`src/rtl/clk_div_multi_if.sv`:
```
`default_nettype none
// ============================================================================
// Module      : clk_div_multi_if
// Description : Control and output bundle for the multi-channel clock divider.
// Revision    : 1.0 - initial release
// ============================================================================
interface clk_div_multi_if #(
    parameter int CH  = 4,
    parameter int W   = 8,
    parameter int CHW = (CH > 1) ? $clog2(CH) : 1
);
    logic           en;
    logic           wr_en;
    logic [CHW-1:0] wr_ch;
    logic [W-1:0]   wr_div;
    logic           sync;
    logic [CH-1:0]  clk_out;
    logic [CH-1:0]  tick;
    logic [CH-1:0]  upd_pending;

    modport master (
        output en, wr_en, wr_ch, wr_div, sync,
        input  clk_out, tick, upd_pending
    );

    modport slave (
        input  en, wr_en, wr_ch, wr_div, sync,
        output clk_out, tick, upd_pending
    );
endinterface
`default_nettype wire

```
`src/rtl/clk_div_multi.sv`:
```
`default_nettype none
// ============================================================================
// Module      : clk_div_multi
// Description : CH independent programmable clock dividers with glitch-free
//               runtime divisor changes and a common phase re-align input.
// Revision    : 1.0 - initial release
// ============================================================================
module clk_div_multi #(
    parameter int CH      = 4,
    parameter int W       = 8,
    parameter int DEF_DIV = 8
) (
    input  wire               clk,
    input  wire               rst,
    clk_div_multi_if.slave    bus
);
    localparam int           CHW   = (CH > 1) ? $clog2(CH) : 1;
    localparam logic [W-1:0] c_def = W'(DEF_DIV);
    localparam logic [W-1:0] c_one = W'(1);
    localparam logic [W-1:0] c_two = W'(2);

    logic [CH-1:0] w_clk_out;
    logic [CH-1:0] w_tick;
    logic [CH-1:0] w_pending;

    for (genvar i = 0; i < CH; i++) begin : g_ch
        localparam logic [CHW-1:0] c_ch = CHW'(i);

        logic [W-1:0] r_div;
        logic [W-1:0] r_pdiv;
        logic [W-1:0] r_cnt;
        logic         r_pend;
        logic         r_clk;
        logic         r_tick;

        logic         w_wr;
        logic         w_active;
        logic         w_wrap;
        logic [W-1:0] w_cnt_inc;
        logic [W-1:0] w_sync_div;
        logic [W-1:0] w_sync_cnt;
        logic [W-1:0] w_pend_cnt;

        always_comb begin
            w_wr       = bus.wr_en && (bus.wr_ch == c_ch);
            w_active   = (r_div >= c_two);
            w_wrap     = (r_cnt == r_div - c_one);
            w_cnt_inc  = w_wrap ? '0 : r_cnt + c_one;
            w_sync_div = w_wr ? bus.wr_div : (r_pend ? r_pdiv : r_div);
            // A channel left at divisor 0/1 parks its counter at zero.
            w_sync_cnt = (w_sync_div >= c_two) ? w_sync_div - c_one : '0;
            w_pend_cnt = (r_pdiv >= c_two) ? r_pdiv - c_one : '0;
        end

        always_ff @(posedge clk) begin
            if (rst) begin
                r_div  <= c_def;
                r_pdiv <= c_def;
                r_pend <= 1'b0;
                r_cnt  <= c_def - c_one;
                r_clk  <= 1'b0;
                r_tick <= 1'b0;
            end else if (bus.sync) begin
                // Counter parked on the last phase so the next enabled edge rises.
                r_div  <= w_sync_div;
                r_pdiv <= w_sync_div;
                r_pend <= 1'b0;
                r_cnt  <= w_sync_cnt;
                r_clk  <= 1'b0;
                r_tick <= 1'b0;
            end else if (!w_active) begin
                r_clk  <= 1'b0;
                r_tick <= 1'b0;
                if (r_pend) begin
                    r_div  <= r_pdiv;
                    r_cnt  <= w_pend_cnt;
                    r_pend <= w_wr;
                end else begin
                    r_cnt <= '0;
                end
                if (w_wr) begin
                    r_pdiv <= bus.wr_div;
                    r_pend <= 1'b1;
                end
            end else if (!bus.en) begin
                r_tick <= 1'b0;
                if (w_wr) begin
                    r_pdiv <= bus.wr_div;
                    r_pend <= 1'b1;
                end
            end else if (w_wrap && r_pend) begin
                r_div  <= r_pdiv;
                r_cnt  <= '0;
                r_clk  <= (r_pdiv >= c_two);
                r_tick <= (r_pdiv >= c_two);
                r_pend <= w_wr;
                if (w_wr) begin
                    r_pdiv <= bus.wr_div;
                end
            end else begin
                r_cnt  <= w_cnt_inc;
                r_clk  <= (w_cnt_inc < (r_div >> 1));
                r_tick <= (w_cnt_inc == '0);
                if (w_wr) begin
                    r_pdiv <= bus.wr_div;
                    r_pend <= 1'b1;
                end
            end
        end

        assign w_clk_out[i] = r_clk;
        assign w_tick[i]    = r_tick;
        assign w_pending[i] = r_pend;
    end

    assign bus.clk_out     = w_clk_out;
    assign bus.tick        = w_tick;
    assign bus.upd_pending = w_pending;
endmodule
`default_nettype wire

```
`src/flat_wrapper.sv`:
```
// flat-port wrapper written by rule: the top's interface ports become plain ports
module clk_div_multi_flat 
#(
    parameter int CH      = 4,
    parameter int W       = 8,
    parameter int DEF_DIV = 8
)
  (clk, rst, bus_en, bus_wr_en, bus_wr_ch, bus_wr_div, bus_sync, bus_clk_out, bus_tick, bus_upd_pending);
  clk_div_multi_if #(.CH(CH), .W(W)) bus_i ();
  input  wire clk;
  input  wire rst;
  input wire logic [$bits(bus_i.en)-1:0] bus_en;
  input wire logic [$bits(bus_i.wr_en)-1:0] bus_wr_en;
  input wire logic [$bits(bus_i.wr_ch)-1:0] bus_wr_ch;
  input wire logic [$bits(bus_i.wr_div)-1:0] bus_wr_div;
  input wire logic [$bits(bus_i.sync)-1:0] bus_sync;
  output wire logic [$bits(bus_i.clk_out)-1:0] bus_clk_out;
  output wire logic [$bits(bus_i.tick)-1:0] bus_tick;
  output wire logic [$bits(bus_i.upd_pending)-1:0] bus_upd_pending;
  assign bus_i.en = bus_en;
  assign bus_i.wr_en = bus_wr_en;
  assign bus_i.wr_ch = bus_wr_ch;
  assign bus_i.wr_div = bus_wr_div;
  assign bus_i.sync = bus_sync;
  assign bus_clk_out = bus_i.clk_out;
  assign bus_tick = bus_i.tick;
  assign bus_upd_pending = bus_i.upd_pending;
  clk_div_multi #(.CH(CH), .W(W), .DEF_DIV(DEF_DIV)) u_core (.clk(clk), .rst(rst), .bus(bus_i));
endmodule
```
`config.mk`:
```
export PLATFORM = sky130hd
export DESIGN_NAME = clk_div_multi_flat
export DESIGN_NICKNAME = d
export VERILOG_FILES = /design/src/rtl/clk_div_multi_if.sv /design/src/rtl/clk_div_multi.sv /design/src/flat_wrapper.sv
export SDC_FILE = /design/constraint.sdc
export NUM_CORES = 1
export LEC_CHECK = 0
export ABC_AREA = 1
export CAP_MARGIN = 10
export CELL_PAD_IN_SITES_DETAIL_PLACEMENT = 1
export CELL_PAD_IN_SITES_GLOBAL_PLACEMENT = 2
export CORE_ASPECT_RATIO = 1.2
export CORE_MARGIN = 10
export CORE_UTILIZATION = 37
export CTS_CLUSTER_DIAMETER = 80
export DETAILED_ROUTE_END_ITERATION = 16
export GPL_TIMING_DRIVEN = 1
export PLACE_DENSITY_LB_ADDON = 0.1
export SLEW_MARGIN = 20
export SYNTH_ARGS = -nofsm -noshare
export SYNTH_HDL_FRONTEND = slang
export SYNTH_SLANG_ARGS = --single-unit
```
`constraint.sdc`:
```
create_clock -name clk -period 4.4 [get_ports clk]
set_clock_uncertainty 0.05 [all_clocks]
set_input_delay 0.88 -clock clk [delete_from_list [all_inputs] [get_ports clk]]
set_output_delay 0.88 -clock clk [all_outputs]
set_load 0.05 [all_outputs]
```
==> results.yml <==
pwr:
  power_density_nw_per_um2: 337
  max-vdd-ir-drop_mv: 0.145
  total_power_w: 0.00347
  p_leak_nw: 4.82
sta:
  final.setup.worst_slack_ps: 1180
  rsz0062_at_grt: "no"
  setup-tns-final_ps: 0
  setup_viol: 0
  hold_viol_final: 0
  period_needed_ps: 3220
  fmax_ghz: 0.311
  whs_ps: 493
  timing_worst_slew_pin_value_ps: 868
  maxSlewHeadroom: 0.416
  drv_slew: 0
  period_share: 0.732
global_routing:
  grt_pass1_wl_um: 55400
  grt_max_degree: 50
  antenna_found_initial: 0
  grt_remaining_overflow: 0
  grt_pass1_vias: 10100
  track_usage: 0.206
setup_path:
  crit_top_cell: "inv_1"
  crit_path_max_incr_delay_ps: 600
  worstPathCellList: "clkdlybuf4s50_1, inv_1, nand3_1, buf_4, inv_1, o21ai_1, inv_1, ha_1, nand3_1, nor2_1, xor2_1, a21oi_1, o21ai_1, o211ai_1, inv_1"
  cp_num_cells: 15
  r2r-start: "u_core.g_ch[3].r_div[1]"
  slowest_stage: "clkdlybuf4s50_1"
  crit_family: "buffers and inverters"
  worst-setup-path-type: "in -> reg"
  cp-startpoint: "bus_wr_ch[0]"
  startpoint_type: "primary input"
  cp-end-kind: "flip-flop"
  path_buf_inv: 6
  path_max_fanout: 12
  critPathArrivalTime_ps: 3440
  required_ps: 4620
  r2r_cells: 17
job:
  maxCapViolations: 0
clock_tree:
  cts_root_buffer: "clkbuf_16"
  cts_tree: "done"
  hold_buffers: 0
  ctsResizeCount: 0
  clkSinkCount: 108
  cts_max_path_buffers: 2
  insertion_delay_ps: 380
  cts_setup_buffers: 0
  htreeDepth: 3
  numCtsBuffers: 9
  cts.clk_slew.worst_paths_ps: 90
floorplanning:
  die_y_um: 196
  start_util: 0.375
  core-area_um2: 25400
  die_area_um2: 32600
  die_w_um: 166
  ios: 27
  rows: 64
detailed_routing:
  drt_pass1_iterations: 4
  postRouteWirelength_um: 34200
  via_per_inst: 5.25
  routedWlPerCell_um: 18.2
  ant_nets: 0
  drtIter0Drc: 474
  num_vias: 9901
  drc: 0
placement:
  routabilityCongestion: 0.884
  dp_hpwl_um: 27400
  pre_cts_ws_ps: 793
  portBuffers: 26
finish:
  syn_to_final_growth_pct: 8.29
  final_net_count: 1617
  drive_above_1_share: 0.0514
  n_antenna_cell: 0
synthesis:
  ys_seq_elements: 108
  synth-edff-count: 0
  async_flop_share: 0
  netlist_area_um2: 9510
  synthCells: 1556
  syn_avg_cell_area_um2: 6.11
  yosysWarnings: 0
  synth_nets: 1623
  synth_ff_type: "dfxtp_1"
  yosysSeqAreaShare: 0.227
  synth_cell_types: 49
worst_hold_path:
  hp-start: "u_core.g_ch[0].r_clk"
  holdPathStages: 2
  hold_path.class: "reg -> reg"
status:
  outcome: "completed"
[cell families after synthesis]
family / share of synthesized area
AOI/OAI and AO/OA: 0.223
xor gates and xnor gates: 0.0589
adders and majority gates: 0.0684
buffers and inverters: 0.126
DFF: 0.227
and+or+nand+nor: 0.296
[area by class of cell]
class                           count  area [um2]
Fill cell                        3395       15100
Timing Repair Buffer               38         363
Clock inverter                      6        71.3
Inverter                          240         901
Clock buffer                       10         239
Sequential cell                   108        2160
Tap cell                          330         413
Multi-Input combinational cell   1153        6150
[metrics by stage]
step,instances,utilization,instance area [um2]
after floorplan,1556,-,9510
after global placement,1869,0.394,9990
after detailed placement,1869,0.394,9990
after CTS,1885,0.406,10300
after global routing,1885,0.406,10300
final,1885,0.406,10300
[layer usage]
layer	global-route usage	up-vias	part of all wire
li1	-	5058	-
met5	0	-	0
met1	0.253	4693	0.45
met2	0.376	120	0.51
met4	0.0505	0	0.014
met3	0.0214	30	0.023
[Yosys cell counts, types with 5 or more instances]
cell / number / share of area
a221oi_1: 5 / 0.0046
nor2_2: 6 / 0.0039
or2_2: 8 / 0.0053
o21ai_2: 9 / 0.0083
buf_4: 15 / 0.012
buf_2: 10 / 0.0053
o211ai_1: 28 / 0.022
o221ai_1: 14 / 0.013
o21ai_1: 23 / 0.012
nor3_1: 19 / 0.010
dfxtp_1: 108 / 0.23
nand4_1: 15 / 0.0099
xnor2_1: 19 / 0.017
nand3_1: 67 / 0.035
a211oi_1: 10 / 0.0079
o22ai_1: 11 / 0.0072
inv_1: 227 / 0.090
clkbuf_1: 25 / 0.0099
a31oi_1: 9 / 0.0059
nand2_2: 5 / 0.0033
ha_1: 52 / 0.068
xor2_1: 45 / 0.041
o21ai_0: 148 / 0.078
a21oi_1: 93 / 0.049
nand2_1: 357 / 0.14
inv_2: 9 / 0.0036
nor2_1: 173 / 0.068
[flip-flops by register name, indices dropped and copies added, names as in the netlist]
register	cells
u_core.g_ch.r_cnt	32
u_core.g_ch.r_pend	4
u_core.g_ch.r_tick	4
u_core.g_ch.r_div	32
u_core.g_ch.r_clk	4
u_core.g_ch.r_pdiv	32
[worst paths after layout]
kind                                                end  slack, ps
worst max-delay path            u_core.g_ch[0].r_cnt[6]       1180
worst min-delay path               u_core.g_ch[0].r_clk        490
worst max register to register     u_core.g_ch[3].r_clk       1390
worst min register to register     u_core.g_ch[0].r_clk        490
[worst min-delay path: stages, from the launching register on]
cell,delay [ps]
dfxtp_1,320
o21ai_0,140
a21oi_1,40
[layout by cell type, fill, tap and decap left out, types with 10 or more instances in the layout]
cell type and instances:
nand2_1 357, nor2_1 173, a21oi_1 93, o22ai_1 11
o211ai_1 28, o221ai_1 14, nand4_1 15, ha_1 52
xnor2_1 19, clkdlybuf4s50_1 26, xor2_1 45, nor3_1 19
inv_2 10, o21ai_0 148, buf_4 11, dfxtp_1 108
inv_1 227, nand3_1 67, o21ai_1 23, a211oi_1 10
[where the power goes]
group | switching (W) | internal, W
Combinational | 0.000891 | 0.000472
Sequential | 0.000136 | 0.00107
Clock | 0.000433 | 0.000465
Total | 0.00146 | 0.00201
No activity file was read; power rests on OpenSTA's default activity.
